[config.mk]
export PLATFORM = sky130hd
export DESIGN_NAME = dmem_arbiter
export DESIGN_NICKNAME = d
export VERILOG_FILES = /design/src/rtl/dmem_arbiter_pkg.sv /design/src/rtl/dmem_arbiter_rr_arb2.sv /design/src/rtl/dmem_arbiter.sv
export SDC_FILE = /design/constraint.sdc
export NUM_CORES = 1
export LEC_CHECK = 0
export ABC_AREA = 1
export CORE_MARGIN = 4
export CORE_UTILIZATION = 40
export CTS_CLUSTER_DIAMETER = 40
export DETAILED_ROUTE_END_ITERATION = 8
export PLACE_DENSITY = 0.78
export SLEW_MARGIN = 20
export SYNTH_ARGS = -nofsm -noshare
export SYNTH_HDL_FRONTEND = slang
export SYNTH_SLANG_ARGS = --single-unit
[constraint.sdc]
create_clock -name clk_in -period 2.1 [get_ports clk_in]
set_input_delay 0.42 -clock clk_in [delete_from_list [all_inputs] [get_ports clk_in]]
set_output_delay 0.42 -clock clk_in [all_outputs]
set_load 0.03 [all_outputs]
[src/rtl/dmem_arbiter_pkg.sv]
// dmem_arbiter_pkg: shared memory-port types, arbiter FSM states and timeout default.
package dmem_arbiter_pkg;
  typedef enum logic [1:0] {
    MW_BYTE  = 2'd0,
    MW_WORD  = 2'd1,
    MW_DWORD = 2'd2
  } mem_width_e;
  typedef enum logic [1:0] {
    ST_IDLE  = 2'd0,
    ST_ISSUE = 2'd1,
    ST_WAIT  = 2'd2
  } arb_state_e;
  localparam int TIMEOUT_CYCLES_DEF = 255;
  function automatic logic [1:0] owner_onehot(input logic owner);
    return owner ? 2'b10 : 2'b01;
  endfunction
endpackage

[src/rtl/dmem_arbiter_rr_arb2.sv]
// rr_arb2: two-input round-robin grant; the registered pointer remembers the last winner.
module rr_arb2 (
  input  logic       clk_in,
  input  logic       rst_in,
  input  logic [1:0] req_i,
  input  logic       adv_i,
  output logic [1:0] gnt_o
);
  logic last_q, last_d;
  always_comb begin
    gnt_o  = (req_i == 2'b11) ? (last_q ? 2'b01 : 2'b10) : req_i;
    last_d = adv_i ? gnt_o[1] : last_q;
  end
  // Pointer resets to "requester 1 went last" so requester 0 wins the first tie.
  always_ff @(posedge clk_in or negedge rst_in)
    if (!rst_in) last_q <= 1'b1;
    else         last_q <= last_d;
endmodule

[src/rtl/dmem_arbiter.sv]
// dmem_arbiter: two-requester data-memory arbiter with single outstanding access and timeout.
module dmem_arbiter
  import dmem_arbiter_pkg::*;
#(
  parameter int ADDR_W         = 32,
  parameter int DATA_W         = 32,
  parameter int TIMEOUT_CYCLES = TIMEOUT_CYCLES_DEF
) (
  input  logic                   clk_in,
  input  logic                   rst_in,
  input  logic [1:0]             req_valid,
  output logic [1:0]             req_ready,
  input  logic [1:0]             req_write,
  input  logic [1:0][ADDR_W-1:0] req_addr,
  input  logic [1:0][1:0]        req_width,
  input  logic [1:0][DATA_W-1:0] req_wdata,
  output logic [1:0]             rsp_valid,
  output logic [1:0]             rsp_err,
  output logic [DATA_W-1:0]      rsp_rdata,
  output logic                   mem_dispatch_read,
  output logic                   mem_dispatch_write,
  output logic [ADDR_W-1:0]      mem_addr,
  output logic [1:0]             mem_width,
  output logic [DATA_W-1:0]      mem_write_data,
  input  logic                   mem_busy,
  input  logic [DATA_W-1:0]      mem_read_data
);
  localparam logic [7:0] TO_LAST = 8'(TIMEOUT_CYCLES - 1);

  arb_state_e        state_q, state_d;
  logic [ADDR_W-1:0] addr_q, addr_d;
  mem_width_e        width_q, width_d;
  logic [DATA_W-1:0] wdata_q, wdata_d;
  logic              write_q, write_d;
  logic              owner_q, owner_d;
  logic [7:0]        cnt_q, cnt_d;
  logic              seen_q, seen_d;
  logic [1:0]        rsp_valid_q, rsp_valid_d;
  logic [1:0]        rsp_err_q, rsp_err_d;
  logic [DATA_W-1:0] rdata_q, rdata_d;

  logic [1:0] gnt;
  logic       idle_free, hs, sel, done, timeout;

  rr_arb2 u_rr (
    .clk_in (clk_in),
    .rst_in (rst_in),
    .req_i  (req_valid),
    .adv_i  (hs),
    .gnt_o  (gnt)
  );

  // Ready is also gated by reset so every output is 0 while rst_in is low.
  assign idle_free = rst_in && (state_q == ST_IDLE) && !mem_busy;
  assign req_ready = gnt & {2{idle_free}};
  assign hs        = |(req_valid & req_ready);
  assign sel       = gnt[1];
  // The first WAIT cycle only completes if busy was already observed during ISSUE.
  assign done      = !mem_busy && (cnt_q != 8'd0 || seen_q);
  assign timeout   = cnt_q == TO_LAST;

  assign mem_dispatch_read  = (state_q == ST_ISSUE) && !write_q;
  assign mem_dispatch_write = (state_q == ST_ISSUE) && write_q;
  assign mem_addr           = addr_q;
  assign mem_width          = width_q;
  assign mem_write_data     = wdata_q;
  assign rsp_valid          = rsp_valid_q;
  assign rsp_err            = rsp_err_q;
  assign rsp_rdata          = rdata_q;

  always_comb begin
    state_d     = state_q;
    addr_d      = addr_q;
    width_d     = width_q;
    wdata_d     = wdata_q;
    write_d     = write_q;
    owner_d     = owner_q;
    cnt_d       = cnt_q;
    seen_d      = seen_q;
    rsp_valid_d = 2'b00;
    rsp_err_d   = 2'b00;
    rdata_d     = '0;
    case (state_q)
      ST_IDLE: if (hs) begin
        state_d = ST_ISSUE;
        addr_d  = req_addr[sel];
        width_d = mem_width_e'(req_width[sel]);
        wdata_d = req_wdata[sel];
        write_d = req_write[sel];
        owner_d = sel;
      end
      ST_ISSUE: begin
        state_d = ST_WAIT;
        cnt_d   = 8'd0;
        seen_d  = mem_busy;
      end
      ST_WAIT: begin
        cnt_d  = cnt_q + 8'd1;
        seen_d = seen_q | mem_busy;
        if (done) begin
          state_d     = ST_IDLE;
          rsp_valid_d = owner_onehot(owner_q);
          rdata_d     = write_q ? '0 : mem_read_data;
        end else if (timeout) begin
          state_d     = ST_IDLE;
          rsp_valid_d = owner_onehot(owner_q);
          rsp_err_d   = owner_onehot(owner_q);
        end
      end
      default: state_d = ST_IDLE;
    endcase
  end

  always_ff @(posedge clk_in or negedge rst_in)
    if (!rst_in) begin
      state_q     <= ST_IDLE;
      addr_q      <= '0;
      width_q     <= MW_BYTE;
      wdata_q     <= '0;
      write_q     <= 1'b0;
      owner_q     <= 1'b0;
      cnt_q       <= 8'd0;
      seen_q      <= 1'b0;
      rsp_valid_q <= 2'b00;
      rsp_err_q   <= 2'b00;
      rdata_q     <= '0;
    end else begin
      state_q     <= state_d;
      addr_q      <= addr_d;
      width_q     <= width_d;
      wdata_q     <= wdata_d;
      write_q     <= write_d;
      owner_q     <= owner_d;
      cnt_q       <= cnt_d;
      seen_q      <= seen_d;
      rsp_valid_q <= rsp_valid_d;
      rsp_err_q   <= rsp_err_d;
      rdata_q     <= rdata_d;
    end
endmodule

==> flow_metrics.env, run 1 <==
export IMPL_status="complete, no violations"
export IMPL_ir_drop_mv=0.768
export IMPL_grt_max_degree=117
export IMPL_overflow=0
export IMPL_dpl_instance_area_um2=8270
export IMPL_cellLeakagePower_nw=3.67
export IMPL_initial_core_util=0.415
export IMPL_vias=5305
export IMPL_synth_cell_types=24
export IMPL_postSynth_asyncResetShare=1.00
export IMPL_ys_dominant_reg_cell="dfrtp_1"
export IMPL_reg2reg_to="mem_write_data[24]"
export IMPL_grt_use_total=0.224
export IMPL_syn_avg_cell_area_um2=9.45
export IMPL_netlist_top_cells_count="dfrtp_1, nor2_1, a21oi_1"
export IMPL_num_io_pins=277
export IMPL_worst_pin_slew_ns=0.646
export IMPL_seq_area_frac_synth=0.543
export IMPL_hold_violations=0
export IMPL_relSlewSlack=0.569
export IMPL_drive_gt1_frac=0.0754
export IMPL_fillers=974
export IMPL_final_nets=1017
export IMPL_hold_slack_ns=0.128
export IMPL_dieArea_um2=15300
export IMPL_synth_cells=566
export IMPL_cts_root_buf="clkbuf_16"
export IMPL_path_cells="inv_2 -> ha_4 -> nand2_4 -> nor2_4 -> o211ai_2 -> inv_2 -> buf_6"
export IMPL_viasPerCell=5.20
export IMPL_cp_arrival_ns=1.65
export IMPL_crit_slowest_cell="dfrtp_1"
export IMPL_row_count=41
export IMPL_seq_area_um2=2900
export IMPL_area_growth_pct=67.3
export IMPL_synth_most_common_cell="dfrtp_1"
export IMPL_cts_clk_slew_worst_paths_ns=0.05
export IMPL_reg2reg_slack_ns=0.16
export IMPL_yosysTopAreaCellShare=0.538
export IMPL_antenna_found_initial=0
export IMPL_crit_fanout=4
export IMPL_dp_worst_setup_slack_ns=0.0394
export IMPL_cts_hold_buf=0
export IMPL_timing_final_crit_share=0.986
export IMPL_max_freq_ghz=0.483
export IMPL_fin_ws_ns=0.0298
export IMPL_min_period_ns=2.07
export IMPL_cap_violations=0
export IMPL_core_um2=12900
export IMPL_synth_top_cell_by_area="dfrtp_1"
export IMPL_grt_pass1_wl_um=26400
export IMPL_dpl_hpwl_um=12800
export IMPL_cts_sinks=116
export IMPL_synth_nets=745
export IMPL_synth_warnings=0
export IMPL_finalPower_mw=11.5
export IMPL_chipHeight_um=124
export IMPL_timing_rr_start="state_q[0]"
export IMPL_syn_cell_area_um2=5350
export IMPL_post_route_drc_count=0
export IMPL_port_buffers=276
export IMPL_firstDrtPassIters=4
export IMPL_clock_skew_ns=0.00475
export IMPL_end_kind="primary output"
export IMPL_antenna_cells=0
export IMPL_drv_slew=0
export IMPL_crit_type="register to primary output"
export IMPL_ys_seq_elements=116
export IMPL_cts_tree="built"
export IMPL_ctsHtreeMaxLevel=4
export IMPL_worstHoldPathType="primary input to asynchronous set/reset pin"
export IMPL_drtIter0Drc=316
export IMPL_chipWidth_um=124
export IMPL_final_setup_viol_count=0
export IMPL_wire_per_inst_um=17.5
export IMPL_start_kind="register"
export IMPL_synth_area_top_cells="dfrtp_1, o21a_1, a21oi_1"
export IMPL_max_stage_delay_ns=0.42
export IMPL_pwr_density_cell_nw_per_um2=1290
export IMPL_clockBufferDepth=2
export IMPL_grt_pass1_vias=5323
export IMPL_setup_tns_ns=0
export IMPL_clock_latency_ns=0.41
export IMPL_antenna_left=0
export IMPL_fin_area_um2=8950
export IMPL_cp_required_ns=1.68
export IMPL_r2r_cells=10
export IMPL_cpMostUsedCell="inv_2"
export IMPL_cts_inserted_buffers=17
export IMPL_routabilityCongestion=0.809
export IMPL_multi_input_area_um2=2150
export IMPL_routed_wl_um=17800
export IMPL_synth_edf_count=0
-- repair_timing --
item	CTS	global route
buffers inserted	1	5
gates resized for setup	8	8
hold endpoints to repair	0	0
endpoints found under the setup margin	4	6
pin swaps	0	2
-- placed cells by master (no fill, tap or decap), types with 7 or more instances in the layout --
cell and instances:
dfrtp_1 115, o21ai_0 37, clkdlybuf4s50_1 270, buf_4 16, ha_1 7, nand2_1 30, nor2_1 76, buf_12 7
nor3b_1 32, inv_1 19, a21oi_1 72, clkbuf_16 17, nand3_1 9, o21ai_1 34, o21a_1 66
-- sequential cells by signal, summed over array words and instances, names as in the netlist --
signal	count
state_q	2
owner_q	1
rsp_err	2
write_q	1
mem_addr	32
mem_width	2
mem_write_data	32
seen_q	1
u_rr.last_q	1
rsp_rdata	32
cnt_q	8
rsp_valid	2
-- worst max-delay path by stage --
stage / slack (ns) / to / from / depth (start not counted)
after floorplan: 0.46 / req_ready[1] / state_q[0] / 6
after global placement: 0.14 / mem_write_data[24] / mem_busy / 7
after detailed placement: 0.04 / mem_write_data[10] / mem_busy / 7
after CTS: -0.009 / req_ready[1] / state_q[0] / 7
after global routing: -0.04 / req_ready[0] / state_q[1] / 7
final: 0.03 / req_ready[0] / state_q[0] / 7
-- layout make-up --
| class | instances | area share |
|---|---|---|
| Tap cell | 172 | 0.0241 |
| Multi-Input combinational cell | 382 | 0.240 |
| Sequential cell | 116 | 0.325 |
| Inverter | 24 | 0.0101 |
| Clock buffer | 26 | 0.0558 |
| Timing Repair Buffer | 297 | 0.335 |
| Clock inverter | 4 | 0.0106 |
-- critical path: cells and delay by family, from the launching register on --
family,cells,cell delay (ns)
buf+inv,3,0.33
fa+ha+maj,1,0.16
flops,1,0.42
simple gates,2,0.21
compound gates,1,0.12
-- metrics by stage --
| step | instances | util |
|---|---|---|
| 3_3_place_gp | 985 | 0.642 |
| 5_1_grt | 1021 | 0.695 |
| 2_1_floorplan | 566 | - |
| 4_1_cts | 1016 | 0.689 |
| 3_5_place_dp | 985 | 0.642 |
| 6_report | 1021 | 0.695 |
-- cell families (layout without fill, tap and decap cells) --
| group | after synthesis | after routing | share of synthesized area |
|---|---|---|---|
| adder cells (fa/ha/maj) | 8 | 8 | 0.0187 |
| AO/OA/AOI/OAI | 213 | 213 | 0.232 |
| flip-flops | 116 | 116 | 0.543 |
| buffers and inverters | 68 | 351 | 0.0650 |
| AND/OR/NAND/NOR | 161 | 161 | 0.141 |
-- where the power goes --
group / total [mW] / internal, mW / switching, mW
registers: 3.38 / 2.97 / 0.414
logic: 5.20 / 2.28 / 2.92
clock network: 2.92 / 1.98 / 0.942
total: 11.5 / 7.23 / 4.27
-- routing by layer --
metal / share of wire / global-route usage / up-vias
met5: 0 / 0 / -
met3: 0.077 / 0.0609 / 41
met4: 0.028 / 0.0955 / 0
met1: 0.38 / 0.253 / 2544
met2: 0.52 / 0.396 / 230
li1: - / - / 2490
Power figures use the tool's default switching activity.
==> run 2, diff against run 1 <==
--- a/config.mk
+++ b/config.mk
@@ -11,7 +11,7 @@
 export CTS_CLUSTER_DIAMETER = 40
 export DETAILED_ROUTE_END_ITERATION = 8
 export PLACE_DENSITY = 0.78
-export SLEW_MARGIN = 20
+export SLEW_MARGIN = 0
 export SYNTH_ARGS = -nofsm -noshare
 export SYNTH_HDL_FRONTEND = slang
 export SYNTH_SLANG_ARGS = --single-unit
==> results of run 2 <==
No change in the layout: final DEF, timing and power equal those of run 1.
